`src/rtl/aes_pkg.sv`:
```
// Shared AES definitions: block width, iterative-unit state encodings and GF(2^8) helpers.
package aes_pkg;

    localparam int unsigned AES_BLOCK_W = 128;

    localparam logic [1:0] StIdle = 2'd0;
    localparam logic [1:0] StCalc = 2'd1;
    localparam logic [1:0] StDone = 2'd2;

    // Multiply by x modulo x^8+x^4+x^3+x+1.
    function automatic logic [7:0] gf_xtime(input logic [7:0] a);
        return {a[6:0], 1'b0} ^ (a[7] ? 8'h1b : 8'h00);
    endfunction

    function automatic logic [7:0] gf_mul9(input logic [7:0] a);
        logic [7:0] x2, x4, x8;
        x2 = gf_xtime(a);
        x4 = gf_xtime(x2);
        x8 = gf_xtime(x4);
        return x8 ^ a;
    endfunction

    function automatic logic [7:0] gf_mul11(input logic [7:0] a);
        logic [7:0] x2, x4, x8;
        x2 = gf_xtime(a);
        x4 = gf_xtime(x2);
        x8 = gf_xtime(x4);
        return x8 ^ x2 ^ a;
    endfunction

    function automatic logic [7:0] gf_mul13(input logic [7:0] a);
        logic [7:0] x2, x4, x8;
        x2 = gf_xtime(a);
        x4 = gf_xtime(x2);
        x8 = gf_xtime(x4);
        return x8 ^ x4 ^ a;
    endfunction

    function automatic logic [7:0] gf_mul14(input logic [7:0] a);
        logic [7:0] x2, x4, x8;
        x2 = gf_xtime(a);
        x4 = gf_xtime(x2);
        x8 = gf_xtime(x4);
        return x8 ^ x4 ^ x2;
    endfunction

endpackage

```
`src/rtl/inv_mix_column.sv`:
```
// Combinational AES InvMixColumns transform of a single 32-bit column (row 0 in the MSBs).
module inv_mix_column
    import aes_pkg::*;
(
    input  logic [31:0] col_i,
    output logic [31:0] col_o
);

    logic [7:0] s0, s1, s2, s3;

    assign s0 = col_i[31:24];
    assign s1 = col_i[23:16];
    assign s2 = col_i[15:8];
    assign s3 = col_i[7:0];

    assign col_o[31:24] = gf_mul14(s0) ^ gf_mul11(s1) ^ gf_mul13(s2) ^ gf_mul9(s3);
    assign col_o[23:16] = gf_mul9(s0)  ^ gf_mul14(s1) ^ gf_mul11(s2) ^ gf_mul13(s3);
    assign col_o[15:8]  = gf_mul13(s0) ^ gf_mul9(s1)  ^ gf_mul14(s2) ^ gf_mul11(s3);
    assign col_o[7:0]   = gf_mul11(s0) ^ gf_mul13(s1) ^ gf_mul9(s2)  ^ gf_mul14(s3);

endmodule

```
`src/rtl/inv_mix_columns_iter.sv`:
```
// Iterative InvMixColumns: one column per clock through a shared column unit,
// result held in the working register until the downstream handshake.
module inv_mix_columns_iter
    import aes_pkg::*;
(
    input  logic                   Clk,
    input  logic                   RstN,
    input  logic                   InValid,
    output logic                   InReady,
    input  logic [AES_BLOCK_W-1:0] InData,
    output logic                   OutValid,
    input  logic                   OutReady,
    output logic [AES_BLOCK_W-1:0] OutData,
    output logic                   Busy
);

    logic [1:0]       state_q, state_d;
    logic [1:0]       col_cnt_q, col_cnt_d;
    logic [3:0][31:0] data_q, data_d;
    logic             in_ready_q, in_ready_d;
    logic [1:0]       col_idx;
    logic [31:0]      col_in, col_out;

    // Column 0 sits in the MSBs, i.e. packed element 3.
    assign col_idx = 2'd3 - col_cnt_q;
    assign col_in  = data_q[col_idx];

    inv_mix_column u_inv_mix_column (
        .col_i(col_in),
        .col_o(col_out)
    );

    always_comb begin
        state_d   = state_q;
        col_cnt_d = col_cnt_q;
        data_d    = data_q;
        case (state_q)
            StIdle: begin
                if (InValid && in_ready_q) begin
                    data_d    = InData;
                    col_cnt_d = 2'd0;
                    state_d   = StCalc;
                end
            end
            StCalc: begin
                data_d[col_idx] = col_out;
                col_cnt_d       = col_cnt_q + 2'd1;
                if (col_cnt_q == 2'd3) begin
                    state_d = StDone;
                end
            end
            StDone: begin
                if (OutReady) begin
                    state_d = StIdle;
                end
            end
            default: state_d = StIdle;
        endcase
        // Registered so InReady stays low while reset is asserted.
        in_ready_d = (state_d == StIdle);
    end

    always_ff @(posedge Clk or negedge RstN) begin
        if (!RstN) begin
            state_q    <= StIdle;
            col_cnt_q  <= 2'd0;
            data_q     <= '0;
            in_ready_q <= 1'b0;
        end else begin
            state_q    <= state_d;
            col_cnt_q  <= col_cnt_d;
            data_q     <= data_d;
            in_ready_q <= in_ready_d;
        end
    end

    assign InReady  = in_ready_q;
    assign OutValid = (state_q == StDone);
    assign OutData  = data_q;
    assign Busy     = (state_q == StCalc) || (state_q == StDone);

endmodule
```
`config.mk`:
```
export PLATFORM = sky130hd
export DESIGN_NAME = inv_mix_columns_iter
export DESIGN_NICKNAME = d
export VERILOG_FILES = /design/src/rtl/aes_pkg.sv /design/src/rtl/inv_mix_column.sv /design/src/rtl/inv_mix_columns_iter.sv
export SDC_FILE = /design/constraint.sdc
export NUM_CORES = 1
export LEC_CHECK = 0
export BUFFER_PORTS_ARGS = -buffer_cell sky130_fd_sc_hd__buf_2
export CAP_MARGIN = 5
export CELL_PAD_IN_SITES_DETAIL_PLACEMENT = 2
export CELL_PAD_IN_SITES_GLOBAL_PLACEMENT = 2
export CORE_AREA = 2 2 185 151
export CTS_BUF_LIST = sky130_fd_sc_hd__clkbuf_2 sky130_fd_sc_hd__clkbuf_4 sky130_fd_sc_hd__clkbuf_8
export CTS_CLUSTER_DIAMETER = 100
export CTS_CLUSTER_SIZE = 12
export DETAILED_ROUTE_END_ITERATION = 8
export DIE_AREA = 0 0 187 153
export GPL_ROUTABILITY_DRIVEN = 0
export PLACE_DENSITY = 0.88
export SKIP_LAST_GASP = 1
export SYNTH_ARGS = -nofsm -noshare
export SYNTH_HDL_FRONTEND = slang
export SYNTH_HIERARCHICAL = 1
export SYNTH_SLANG_ARGS = --single-unit
```
`constraint.sdc`:
```
create_clock -name Clk -period 7 [get_ports Clk]
set_clock_uncertainty 0.2 [all_clocks]
set_input_delay 0 -clock Clk [delete_from_list [all_inputs] [get_ports Clk]]
set_output_delay 0 -clock Clk [all_outputs]
set_load 0.1 [all_outputs]
```
Word level (Yosys, flattened, before mapping) --
Cells that the tools add are included.
Storage, ports and cells: register bits after elaboration 133, bits in latches 0, memory bits (writable) 0, ROM bits 0, input port bits 132, output and inout port bits 131, logic and storage cells 95, memories kept 0
Operators by class: $add $sub $neg 2, multipliers 0, divide/modulo/power cells 0, $lt $le $gt $ge 2, equality and inequality tests 4, shift operators 0, multiplexer cells 25, bitwise operators 48, reduce and logical (&&, ||, !) cells 7
Operators with widths (number):
- $xor A8 B8 Y8 | 47
- $pmux W128 S2 | 1
- $bwmux W128 | 1
- $mux W128 | 1
- $bmux W32 S2 | 1
- $demux W32 S2 | 1
- $mux W32 | 2
- $mux W5 | 12
- $mux W2 | 4
- $xor A8 B5 Y8 | 1
- $pmux W2 S3 | 1
- $eq A2 B2 Y1 const B | 2
- $logic_not A2 Y1 | 2
- $pmux W2 S2 | 1
- $lt A2 B3 Y1 const B | 1
- $add A2 B1 Y2 const B | 1
- $eq A2 B1 Y1 const B | 1
- $ge A2 B1 Y1 const B | 1
- $logic_and A1 B1 Y1 | 2
- $ne A2 B2 Y1 const B | 1
- $reduce_and A2 Y1 | 1
- $reduce_bool A2 Y1 | 1
- $sub A2 B2 Y2 const A | 1
- $logic_or A1 B1 Y1 | 1

Logic depth before layout (Yosys ltp) --
Gate-level depths: netlist of run 1.
depth in word-level cells 16, gate-level depth with buffers 11

Hierarchy --
The synthesis of run 1 kept the hierarchy.
By module, submodules not included:
- inv_mix_columns_iter | instances 1, cells each 639, area an instance 8026.4 sq um, seq. area each 3328.2 sq um
- inv_mix_column | instances 1, cells each 213, area an instance 2249.7 sq um, seq. area each 0.0 sq um

Least setup slack after synthesis of run 1 --
Ideal clock, no wire load.
kind register to register, start point register col_cnt_q[0], end point register data_q, in the netlist OutData[102], data arrival time 3426 ps, data required time 6674 ps, setup slack 3248 ps, cell stages (with the launch flop) 11, buffers on the path 3, period minus slack after synthesis 3752 ps, cell sequence dfrtp_1 buf_2 buf_2 mux4_2 buf_2 xnor3_1 xor3_1 xnor3_1 xor2_1 mux2_2 mux2_4
RTL lines:
- start, declared | line inv_mix_columns_iter.sv:18 | logic [1:0] col_cnt_q, col_cnt_d;
- start signal, assigned | line inv_mix_columns_iter.sv:71 | col_cnt_q <= col_cnt_d;
- $sub A2 B2 Y2 | line inv_mix_columns_iter.sv:25 | assign col_idx = 2'd3 - col_cnt_q;
- $bmux W32 S2 | line inv_mix_columns_iter.sv:26 | assign col_in = data_q[col_idx];
- $mux W32 (not written as such) | line inv_mix_columns_iter.sv:26
- named net col_in[19] | line inv_mix_columns_iter.sv:22 | logic [31:0] col_in, col_out;
- $xor A8 B8 Y8 (3 in a row) | line aes_pkg.sv:12 | return {a[6:0], 1'b0} ^ (a[7] ? 8'h1b : 8'h00);
- $xor A8 B8 Y8 (2 in a row) | line aes_pkg.sv:36 | return x8 ^ x4 ^ a;
- $xor A8 B8 Y8 (3 in a row) | line inv_mix_column.sv:19 | assign col_o[7:0] = gf_mul11(s0) ^ gf_mul13(s1) ^ gf_mul9(s2) ^ gf_mul14(s3);
- named net col_out[6] | line inv_mix_columns_iter.sv:22
- $bwmux W128 | line inv_mix_columns_iter.sv:46 | data_d[col_idx] = col_out;
- $pmux W128 S2 | line inv_mix_columns_iter.sv:37 | case (state_q)
- end signal, assigned | line inv_mix_columns_iter.sv:72 | data_q <= data_d;
- end, declared | line inv_mix_columns_iter.sv:19 | logic [3:0][31:0] data_q, data_d;
The timed path passes the listed nets, and every way through them passes these cells. The select of a mux whose other input is x is not followed. A chain may end at the register's enable or synchronous reset.

Final worst setup path of run 1 --
start point register col_cnt_q[0], end point register data_q, in the netlist OutData[44]
RTL lines:
- $sub A2 B2 Y2 * | line inv_mix_columns_iter.sv:25
- $bmux W32 S2 * | line inv_mix_columns_iter.sv:26
- $mux W32 (not written as such) * | line inv_mix_columns_iter.sv:26
- named net col_in[15] | line inv_mix_columns_iter.sv:22
- $mux W5 * | line aes_pkg.sv:12
- $xor A8 B8 Y8 * | line aes_pkg.sv:12
- $xor A8 B5 Y8 | line aes_pkg.sv:12
- $xor A8 B8 Y8 | line aes_pkg.sv:44 | return x8 ^ x4 ^ x2;
- $xor A8 B8 Y8 * | line aes_pkg.sv:44
- $xor A8 B8 Y8 * (2 in a row) | line inv_mix_column.sv:18 | assign col_o[15:8] = gf_mul13(s0) ^ gf_mul9(s1) ^ gf_mul14(s2) ^ gf_mul11(s3);
- named net col_out[12] | line inv_mix_columns_iter.sv:22
- $bwmux W128 * | line inv_mix_columns_iter.sv:46
- $pmux W128 S2 * | line inv_mix_columns_iter.sv:37
The timed path passes the listed nets; every way through them passes the cells marked *. The select of a mux whose other input is x is not followed.

==> metrics.csv, run 1 <==
stage;metric;value;unit
run_status;outcome;finished clean;
yosys;Syn. warnings;6;
global_route;antenna violations before repair;2;
floorplanning;Die Y;153;um
floorplanning;IO Pins;263;
timing;Max Freq;198;MHz
drt;Via Count;8990;
final_layout;commonest cells after routing, fill and taps aside;buf_2 (261), dlygate4sd3_1 (133), dfrtp_1 (131), xnor2_1 (125), mux2_4 (90);
yosys;mapped cell area;0.0103;mm2
final_layout;Synth-to-Final Area Change;31.2;%
placed_design;HPWL Detailed;30100;um
global_route;Total GRT Usage;0.342;
clock_network;CTS-repair resized insts;0;
global_route;total congestion overflow;0;
setup_path;Worst Setup Start Kind;register;
drt;DRT Pass-1 Iters;7;
setup_path;master of the slowest instance on the critical path;dfrtp_2;
clock_network;Root Driver;clkbuf_8;
floorplanning;Core Region;0.0268;mm2
final_layout;Fillers;2683;
clock_network;H-tree depth;4;
floorplanning;Die Area;0.0286;mm2
setup_path;WS Path Type;register to register;
timing;final setup fails;0;
setup_path;Crit. Startpoint;col_cnt_q[0];
timing;max-slew violation count;0;
setup_path;reg-to-reg slack, setup;1.96;ns
floorplanning;die width;187;um
timing;Tmin final;5.04;ns
yosys;number of synthesized register bits;133;
setup_path;FF-to-FF End;OutData[44];
global_route;global-route wire length before repair;71900;um
setup_path;Crit path largest cell delay;0.81;ns
clock_network;CTS Buffer Depth;2;
timing;fin crit share;0.721;
setup_path;Max FO, Critical Path;21;
final_layout;layout cells sized above 1;0.422;
clock_network;clk sink count;133;
worst_hold_path;Hold Path Depth;4;
setup_path;Cell Chain, Critical Path;buf_4 -> mux4_2 -> xnor3_1 -> xor3_1 -> xnor2_1 -> xnor2_1 -> nand3_1 -> o21ai_0 -> mux2_4;
clock_network;CTS tree;done;
global_route;vias in the first global route;10400;
clock_network;CTS Buf Count;17;
timing;Rel. slew slack;0.213;
clock_network;Reg clk slew, reported paths;0.11;ns
drt;initial detailed-routing violation count;625;
floorplanning;Initial Util;0.383;
drt;DRT Wirelength;49000;um
timing;Worst-Margin Slew;1.18;ns
final_layout;commonest non-fill, non-tap cell in the layout;buf_2;
drt;Post-route DRC;0;
setup_path;Worst Path Arrival;5.27;ns
timing;Hold Vio Cnt, Final;0;
yosys;number of distinct library cells after synthesis;36;
yosys;Post-Syn Nets;992;
placed_design;PortBufs;262;
global_route;largest net degree at the start of global routing;101;
clock_network;# hold bufs at CTS;134;
timing;Setup TNS;0;ns
setup_path;R2R cell count;9;
clock_network;Setup Buffers After CTS;0;
setup_path;cell repeated most along the worst path;xnor2_1;
clock_network;clock latency on the worst-skew pair;0.48;ns
drt;WL/cell;31.0;um
setup_path;crit path capture type;register;
worst_hold_path;Worst Hold Class;primary input to register;
drt;Vias/cell;5.68;
timing;RSZ-0062 raised after global routing;no;
final_layout;nets;1344;
setup_path;Worst Setup EP;OutData[44];
floorplanning;Site Rows;54;
setup_path;Worst R2R Start;col_cnt_q[0];
job;max-capacitance violation count;0;
setup_path;CP Data Required Time;7.22;ns
yosys;post-synthesis sequential area ratio;0.324;
yosys;cells after synthesis;852;
yosys;Avg Inst Size Synth;12.1;um2
drt;Routed Antenna Nets;0;
-- logic make-up after synthesis --
family / share of synthesized area
adders and majority gates: 0.00974
muxes: 0.278
xor gates and xnor gates: 0.210
and+or+nand+nor: 0.0416
DFF: 0.324
AOI/OAI and AO/OA: 0.0673
buffers and inverters: 0.0695
-- sequential cells by signal (all words and copies together), names as in the netlist --
name and count:
col_cnt_q 2, OutData 128, state_q 2, InReady 1
-- worst min-delay path by stage --
stage / from / slack (ns) / endpoint
global route: InData[112] / 0.25 / OutData[112]
detailed placement: RstN / -0.17 / OutData[117]
CTS: InData[120] / 0.19 / OutData[120]
finish: InData[120] / 0.21 / OutData[120]
floorplan: RstN / -0.50 / InReady
global placement: RstN / -0.18 / OutData[120]
-- per-stage QoR --
stage	setup WS (ns)	hold slack, ns	instance area, um2	instances	util
4_1_cts	2.11	0.194	13500	1579	0.502
6_report	1.96	0.209	13500	1582	0.503
2_1_floorplan	3.25	-0.496	10300	852	-
5_1_grt	1.72	0.245	13500	1582	0.503
3_3_place_gp	2.42	-0.182	11700	1414	0.435
3_5_place_dp	2.26	-0.174	11700	1414	0.435
-- worst max-delay path, delay by kind of cell, from the launching register on --
kind / cells / cell delay, ns
xor+xnor: 4 / 2.08
mux: 2 / 0.92
flops: 1 / 0.81
buf+inv: 1 / 0.52
simple gates: 1 / 0.20
compound gates: 1 / 0.19
-- cells in the mapped netlist (all sizes together) --
library cell,number,area (um2)
a21bo,1,10.0
a21boi,1,18.8
a21oi,1,5.00
a22o,32,280
a311oi,2,23.8
a31oi,1,6.26
and2,1,8.76
buf,50,369
clkbuf,22,82.6
dfrtp,133,3330
ha,8,100
inv,70,263
mux2,160,2140
mux4,32,721
nand2,1,3.75
nand2b,2,12.5
nand3,65,325
nor2,2,10.0
nor2b,3,18.8
nor3,3,48.8
o211a,1,10.0
o21ai,66,330
o31ai,1,7.51
xnor2,126,1110
xnor3,27,608
xor2,37,339
xor3,4,95.1
-- area by class of cell --
cell class / count / area [um2] / share of cell area
clock buffers: 18 / 248 / 0.0184
inverters: 70 / 263 / 0.0195
clock inverters: 13 / 170 / 0.0126
diodes: 2 / 5.00 / 0.000371
multi-input cells: 577 / 6250 / 0.463
flip-flops and latches: 133 / 3330 / 0.247
repair buffers: 405 / 2760 / 0.205
well taps: 364 / 455 / 0.0338
-- routing by layer --
metal	wire [um]	vias to the layer above	track usage	part of all wire
met5	0	-	0	0
met4	1860	0	0.147	0.038
met3	3190	118	0.0758	0.065
met2	24000	463	0.584	0.49
met1	20000	4748	0.416	0.41
li1	-	3661	-	-
Power of run 1 is left out: the tool's default activity adds up to more than one toggle a clock period on the data nets, which glitch-free logic cannot reach.
==> run 2: changes to the inputs <==
CORE_AREA = 2 2 192 157   (was 2 2 185 151)
DIE_AREA = 0 0 194 159   (was 0 0 187 153)
PLACE_DENSITY = 0.82   (was 0.88)
clock period = 4.77 ns   (was 7 ns; I/O delays follow)
==> metrics.csv, run 2 (synthesis results as in run 1) <==
stage;metric;value;unit
final_layout;final instance area;0.0136;mm2
clock_network;CTS Buf Count;17;
global_route;met2 Track Usage GR;0.501;
floorplanning;die width;194;um
timing;RSZ-0062 raised after global routing;no;
drt;Post-route DRC;0;
drt;DRT Wirelength;45400;um
final_layout;layout cells sized above 1;0.429;
setup_path;WS Path Type;register to register;
final_layout;Synth-to-Final Area Change;32.4;%
floorplanning;IO Pins;263;
timing;Setup TNS;0;ns
final_layout;nets;1356;
clock_network;H-tree depth;4;
setup_path;FF-to-FF End;OutData[84];
drt;initial detailed-routing violation count;500;
worst_hold_path;Hold Path Depth;4;
global_route;met1 usage;0.383;
setup_path;CP Data Required Time;5.00;ns
clock_network;clock latency on the worst-skew pair;0.50;ns
global_route;Total GRT Usage;0.298;
clock_network;CTS Buffer Depth;2;
worst_hold_path;Worst Hold Class;primary input to register;
drt;DRT Pass-1 Iters;5;
placed_design;dpl cell area;0.0118;mm2
drt;WL/cell;28.3;um
job;max-capacitance violation count;0;
timing;Hold Vio Cnt, Final;0;
timing;final setup fails;0;
setup_path;Crit. Startpoint;col_cnt_q[0];
clock_network;Reg clk slew, reported paths;0.08;ns
global_route;global-route wire length before repair;68200;um
placed_design;PortBufs;262;
drt;Routed Antenna Nets;0;
timing;fin crit share;0.938;
setup_path;Worst Path Arrival;4.70;ns
setup_path;Worst R2R Start;col_cnt_q[0];
final_layout;Largest register FFs;128;
timing;Rel. slew slack;0.354;
global_route;grt met3 use;0.0674;
floorplanning;Site Rows;56;
timing;Max Freq;224;MHz
timing;max-slew violation count;0;
floorplanning;Core Region;0.0289;mm2
timing;Worst-Margin Slew;0.967;ns
floorplanning;Die Area;0.0308;mm2
timing;Tmin final;4.47;ns
drt;Vias/cell;5.41;
global_route;Top Usage Layer GRT;met2;
final_layout;Fillers;2904;
placed_design;Placed Instances;1440;
worst_hold_path;hold path endpoint;OutData[13];
clock_network;Root Driver;clkbuf_8;
final_layout;fin cells;1606;
clock_network;Setup Buffers After CTS;0;
global_route;vias in the first global route;10100;
global_route;antenna violations before repair;0;
run_status;outcome;finished clean;
drt;Via Count;8696;
global_route;total congestion overflow;0;
clock_network;CTS tree;done;
setup_path;Max FO, Critical Path;16;
floorplanning;Initial Util;0.356;
worst_hold_path;Worst Hold Launch;InData[13];
final_layout;commonest cells after routing, fill and taps aside;buf_2 (261), dlygate4sd3_1 (133), dfrtp_1 (131), xnor2_1 (125), mux2_4 (90);
setup_path;reg-to-reg slack, setup;0.30;ns
final_layout;diode count;0;
floorplanning;Die Y;159;um
clock_network;clk sink count;133;
final_layout;commonest non-fill, non-tap cell in the layout;buf_2;
global_route;largest net degree at the start of global routing;88;
setup_path;R2R cell count;9;
setup_path;Worst Setup Start Kind;register;
setup_path;crit path capture type;register;
placed_design;HPWL Detailed;29500;um
==> run 2: layout make-up <==
type	count	area [um2]	share of cell area
timing repair buffer	417	2860	0.210
sequential	133	3330	0.245
tap	377	472	0.0347
multi-input combinational	577	6260	0.460
clock buffer	23	298	0.0219
inverter	70	263	0.0193
clock inverter	9	125	0.00920
==> run 2: repair_timing <==
item	in CTS	in global routing
endpoints found under the hold margin	217	0
resized for setup	0	1
hold buffers	134	0
endpoints found under the setup margin	0	1
==> run 2: critical path, cell delays in order, from the launching register on <==
cell	delay [ns]
dfrtp_2	0.79
buf_4	0.36
mux4_2	0.65
xor3_1	0.51
xnor2_1	0.28
xnor3_1	0.49
xnor2_1	0.50
nand3_1	0.20
o21ai_0	0.21
mux2_4	0.21
==> run 2: metrics by stage <==
step           utilization  hold WS (ns)  worst slack (ns)
3_5_place_dp         0.409       -0.0728             0.210
3_3_place_gp         0.409       -0.0707             0.431
6_report             0.471         0.205             0.297
4_1_cts              0.471         0.171             0.203
5_1_grt              0.471         0.204             0.171
2_1_floorplan            -        -0.496              1.02
==> run 2: how the worst max path moves through the flow <==
stage / end / slack, ns
4_1_cts: OutData[71] / 0.20
6_report: OutData[84] / 0.30
3_3_place_gp: OutData[103] / 0.43
3_5_place_dp: OutData[71] / 0.21
5_1_grt: OutData[84] / 0.17
2_1_floorplan: OutData[102] / 1.02
==> run 2: per-layer routing <==
metal	wire length, um	vias to the layer above
met5	0	-
met4	929	0
met3	3050	63
met2	22400	388
met1	19000	4569
li1	-	3676
Power of run 2 is left out for the same reason.
